`config.mk`:
```
export PLATFORM = sky130hd
export DESIGN_NAME = regfile_bist
export DESIGN_NICKNAME = d
export VERILOG_FILES = /design/src/rtl/regfile_bist.sv
export SDC_FILE = /design/constraint.sdc
export NUM_CORES = 1
export LEC_CHECK = 0
export ABC_AREA = 1
export BUFFER_PORTS_ARGS = -buffer_cell sky130_fd_sc_hd__buf_2
export CAP_MARGIN = 0
export CORE_ASPECT_RATIO = 1.4
export CORE_UTILIZATION = 50
export CTS_BUF_LIST = sky130_fd_sc_hd__clkbuf_8
export DETAILED_ROUTE_END_ITERATION = 8
export PLACE_DENSITY = 0.92
export SLEW_MARGIN = 20
export SYNTH_ARGS = -nofsm -noshare
export SYNTH_HDL_FRONTEND = slang
export SYNTH_SLANG_ARGS = --single-unit
```
`constraint.sdc`:
```
create_clock -name Clk -period 5.1 [get_ports Clk]
set_input_delay 0.255 -clock Clk [delete_from_list [all_inputs] [get_ports Clk]]
set_output_delay 0.255 -clock Clk [all_outputs]
set_load 0.05 [all_outputs]
```
`src/rtl/regfile_bist.sv`:
```
// Built-in self test for a 32x32 register file with asynchronous read ports.
// Two passes of write / gated-write / dual-port read-compare over all 32 registers.
`timescale 1ns/1ps

module regfile_bist (
    input  logic        Clk,
    input  logic        Reset,
    input  logic        Start,
    output logic        Busy,
    output logic        Done,
    output logic        Pass,
    output logic [7:0]  FailCount,
    output logic [4:0]  FirstFailAddr,
    output logic        FirstFailPort,
    output logic [31:0] WriteData,
    output logic [4:0]  WriteRegister,
    output logic        RegWrite,
    output logic [4:0]  ReadRegister1,
    output logic [4:0]  ReadRegister2,
    input  logic [31:0] ReadData1,
    input  logic [31:0] ReadData2
);

    typedef enum logic [2:0] {IDLE, WRITE, HOLD, READ, DONE} bistState;

    localparam logic [31:0] PATTERN0 = 32'hA5A5A5A5;
    localparam logic [31:0] PATTERN1 = 32'h5A5A5A5A;

    bistState    state;
    logic        passIdx;
    logic [4:0]  addr;
    logic        firstFailSeen;

    logic [31:0] patternWord;
    logic [31:0] dataWord;
    logic [4:0]  mirrorAddr;
    logic [31:0] expected1;
    logic [31:0] expected2;
    logic        mismatch1;
    logic        mismatch2;
    logic [8:0]  failSum;

    // Port 2 walks the file top-down: 31-a is the bitwise complement of a.
    assign patternWord = passIdx ? PATTERN1 : PATTERN0;
    assign dataWord    = patternWord ^ {27'd0, addr};
    assign mirrorAddr  = ~addr;
    assign expected1   = (addr == 5'd0) ? 32'd0 : dataWord;
    assign expected2   = (mirrorAddr == 5'd0) ? 32'd0 : (patternWord ^ {27'd0, mirrorAddr});
    assign mismatch1   = (state == READ) && (ReadData1 != expected1);
    assign mismatch2   = (state == READ) && (ReadData2 != expected2);
    assign failSum     = {1'b0, FailCount} + 9'(mismatch1) + 9'(mismatch2);
    assign Pass        = Done && (FailCount == 8'd0);

    // NOTE: regfile-side outputs are decoded from the state registers rather than
    // registered, so the address and the asynchronous read data line up in one cycle.
    // Every output gets a default first so no latch can be inferred.
    always_comb begin
        RegWrite      = 1'b0;
        WriteRegister = 5'd0;
        WriteData     = 32'd0;
        ReadRegister1 = 5'd0;
        ReadRegister2 = 5'd0;
        case (state)
            WRITE: begin
                RegWrite      = 1'b1;
                WriteRegister = addr;
                WriteData     = dataWord;
            end
            HOLD: begin
                WriteRegister = addr;
                WriteData     = ~dataWord;
            end
            READ: begin
                ReadRegister1 = addr;
                ReadRegister2 = mirrorAddr;
            end
            default: ;
        endcase
    end

    // NOTE: all state uses non-blocking assignments and a synchronous reset, so every
    // register in this block samples the same pre-edge values.
    always_ff @(posedge Clk) begin
        if (Reset) begin
            state         <= IDLE;
            passIdx       <= 1'b0;
            addr          <= 5'd0;
            Busy          <= 1'b0;
            Done          <= 1'b0;
            FailCount     <= 8'd0;
            FirstFailAddr <= 5'd0;
            FirstFailPort <= 1'b0;
            firstFailSeen <= 1'b0;
        end else begin
            case (state)
                IDLE, DONE: begin
                    if (Start) begin
                        state         <= WRITE;
                        passIdx       <= 1'b0;
                        addr          <= 5'd0;
                        Busy          <= 1'b1;
                        Done          <= 1'b0;
                        FailCount     <= 8'd0;
                        FirstFailAddr <= 5'd0;
                        FirstFailPort <= 1'b0;
                        firstFailSeen <= 1'b0;
                    end else if (state == DONE) begin
                        Done <= 1'b1;
                    end
                end
                WRITE: begin
                    addr <= addr + 5'd1;
                    if (addr == 5'd31) state <= HOLD;
                end
                HOLD: begin
                    addr <= addr + 5'd1;
                    if (addr == 5'd31) state <= READ;
                end
                READ: begin
                    addr      <= addr + 5'd1;
                    FailCount <= failSum[8] ? 8'hFF : failSum[7:0];
                    // Port 1 wins when both ports miss on the first failing cycle.
                    if (!firstFailSeen && (mismatch1 || mismatch2)) begin
                        firstFailSeen <= 1'b1;
                        FirstFailAddr <= mismatch1 ? addr : mirrorAddr;
                        FirstFailPort <= !mismatch1;
                    end
                    if (addr == 5'd31) begin
                        if (!passIdx) begin
                            passIdx <= 1'b1;
                            state   <= WRITE;
                        end else begin
                            state <= DONE;
                            Busy  <= 1'b0;
                        end
                    end
                end
                default: state <= IDLE;
            endcase
        end
    end

endmodule

```
==> results <==
- The run finished with clean final reports.
- The via count of the first global-routing pass is ~3,000.
- The signed area change from the synthesized netlist to the final layout is 20.6%.
- The largest net degree at the start of global routing is 19.
- The routability congestion estimate from global placement is between 0.9 and 1.
- The initial core utilization is 53.1%.
- The detailed router's first-iteration violation count is 174.
- The total congestion overflow after global routing is 0.
- Data arrives at the worst endpoint at 3730 ps.
- The fraction of the mapped netlist area in compound gates is 8.75%.
- Setup repair after global routing left no endpoint under its margin.
- Sorting the synthesized cells by area gives the leading types as nand2_1, dfxtp_1, nor2_1.
- Counting every instance in the synthesized netlist gives 478.
- The number of clock sinks is 26.
- The number of max-slew violations in the final report is 0.
- The HPWL after detailed placement is 6090 um.
- The Yosys step of the flow raised 0 warnings.
- Of all cell types, the one taking the most synthesized area is nand2_1.
- The worst setup path is launched from a flop.
- The slew at the pin with the worst max-slew slack is 963 ps.
- The async set-reset flop share out of synthesis is 0%.
- The count of TritonRoute iterations in the first routing pass is 4.
- The number of antenna violations at the first check in global routing is 0.
- The CTS tree is done.
- Dividing the detail-routed via count by the number of cells gives about 5.1.
- The routed wire length per instance is 11.4 um.
- The number of clock buffers added by TritonCTS is 3.
- Setup violations remaining at the end of the flow were counted as 0.
- The aggregate routed wire length is 7360 um.
- The commonest cells after synthesis are nand2_1, nor2_1, inv_1.
- The hold violation total from the final report was 0.
- The max-cap violation count is 0.
- The min-delay analysis places its worst path in the category primary input to flop.
- Power spread over the standard cell area amounts to 423 nW/um^2.
- The most frequently used cell type in the post-synthesis netlist is nand2_1.
- Setup total negative slack on the finished layout was measured at 0 ps.
- The total area inside the core boundary comes to between 4000 and 5000 um^2.
- The first global-routing pass estimated 11,900 um of wire.
- The floorplan has 30 rows.
- The fraction of layout cells with a size suffix above 1 is around a quarter.
- Summed over all cells, the static leakage comes to 1.87 nW.
- In this run, synthesis produced a sequential element count of 26.
- The worst-case vdd ir drop is 0.000230 V.
- Counting flops with a built-in enable in the synthesized netlist gives 0.
- In this run, distinct cell masters in the synthesized netlist total 27.
- The number of buffers inserted for hold repair after clock tree synthesis is 0.
- The clock latency of the later-clocked register in the worst-skew pair is 280 ps.
- Counting the fill cells in the layout gives 484.
- The maximum fanout encountered on the critical timing path is 6.
- The number of buffers added for setup after CTS is 0.
- In this run the horizontal extent of the chip is between 60 and 70 um.
- After synthesis, the largest family of logic cells by area is simple AND/OR/NAND/NOR gates.
- The maximum operating frequency is 280 MHz.
- The quantity of I/O buffers inserted on ports is roughly 130.
- The share of the synthesized area in the top cell type is 22.5%.
- The largest single stage delay on the critical path is 440 ps.
- The synthesized netlist devotes 3.14% of its cell area to adder and majority cells.
- The post-synthesis instance area is 2630 um^2.
- The minimum clock period after layout is 3570 ps.
- The post-synthesis mux area share is 0%.
- The average cell area after synthesis is 5.50 um^2.
- The clock-pin slew on the worst setup and hold paths is ~90 ps.
- The number of inserted diodes is 0.
- The finished cells cover 3170 um^2.
- The worst setup path is captured at a flop.
- The die covers 5560 um^2.
- The maximum clock insertion buffer count is 2.
- The worst pin sits at a relative slew slack of 35.1%.
- The die height is 87.8 um.
- After layout, the worst path uses between 70% and 80% of the clock period.
- For the final database, setup skew stands at 5.29 ps.
- Of the total synthesized cell area, the portion taken by XOR and XNOR cells is less than 1%.
- The top-level port count is 132.
- Sequential cells were found to cover 19.8% of the synthesized design area.
- The synthesized netlist devotes between 40 and 50% of its cell area to simple gates.
- Summing all placed instances gives a cell area of 3120 um^2.
- The number of nets in the synthesized netlist is 551.
- By startpoint and endpoint, the worst setup path is classified as flop to flop.
- The quantity of gates resized following cts is 0.
- At the worst endpoint, the required time is 5260 ps.
- The number of nets in the final layout is 655.
- The worst-path cell with the longest stage delay is dfxtp_1.
- For this run, design rule violations remaining after detail routing come to 0.
- The detailed router placed 3,258 vias in this run.
- CTS built an H-tree with a depth of 1.
- In the synthesized netlist the dominant register cell turns out to be dfxtp_1.
- The remaining number of nets flagged by the antenna check after routing is 0.
- Across every metal layer, demand over resource in global routing totals about a quarter.
- The clock root buffer is clkbuf_8.
==> sequential cells by signal, summed over array words and instances (netlist names) <==
| name | cells |
|---|---|
| Busy | 1 |
| Done | 1 |
| FailCount | 8 |
| FirstFailAddr | 5 |
| FirstFailPort | 1 |
| addr | 5 |
| firstFailSeen | 1 |
| passIdx | 1 |
| state | 3 |
==> cell type report <==
class	instances	area, um^2	share of cell area [%]
clock buffers	4	55.1	1.74
inverters	64	243	7.65
multi-input cells	355	1610	50.8
flip-flops and latches	26	520	16.4
well taps	64	80.1	2.52
repair buffers	132	663	20.9
==> stage by stage <==
step                      util [%]  power (mW)  hold slack, ps  cells  setup slack, ps
after floorplan                  -        1.11             324    478             2010
after global placement        62.9        1.20             447    641             1730
after detailed placement      62.9        1.21             452    641             1560
after CTS                     64.0        1.35             267    645             1540
after global routing          64.0        1.42             298    645             1200
final                         64.0        1.34             274    645             1530
==> routing by layer <==
layer / vias up / wire (um) / global-route usage, %
met5: - / 0 / 0
met4: 0 / 193 / 12.4
met3: 19 / 420 / 1.82
met2: 120 / 3960 / 54.2
met1: 1453 / 2780 / 25.9
li1: 1666 / - / -
==> cell families after synthesis <==
logic type,Yosys count
flops,26
buf+inv,97
simple gates,303
xor+xnor,1
fa+ha+maj,6
compound gates,45
==> worst max-delay path, delay by kind of cell (launching register included) <==
| family | cells | cell delay (ps) |
|---|---|---|
| and+or+nand+nor | 13 | 1310 |
| adders and majority gates | 4 | 1070 |
| buffers and inverters | 6 | 410 |
| AOI/OAI and AO/OA | 2 | 220 |
| DFF | 1 | 440 |
==> final timing paths <==
check,start,endpoint,slack [ps],cells after the start
max,addr[0],FailCount[1],1530,25
min,Start,state[2],270,4
max reg2reg,addr[0],FailCount[1],1530,25
min reg2reg,Busy,Busy,470,2
==> report_power, final <==
| group | internal (mW) | switching (mW) |
|---|---|---|
| logic | 0.198 | 0.742 |
| registers | 0.239 | 0.0265 |
| clock network | 0.0692 | 0.0678 |
| total | 0.507 | 0.836 |
==> layout by cell type, fill, tap and decap left out <==
cell type,synthesis,routed
nand2_1,158,158
buf_2,0,131
nor2_1,82,82
inv_1,62,62
dfxtp_1,26,26
o21ai_0,23,23
nand3_1,22,22
a21oi_1,18,18
nand4_1,14,14
nand2_2,9,9
nand3b_1,6,6
ha_1,5,5
nor3_1,4,4
clkbuf_8,0,4
nand2_4,3,3
nor4_1,3,3
a31oi_1,2,2
inv_2,1,1
inv_4,1,1
nor2_4,1,1
nor2_2,1,1
o211ai_1,1,1
xor2_1,1,1
o21ai_1,1,1
fa_1,1,1
buf_4,26,1
No activity file was read; power rests on OpenSTA's default activity.
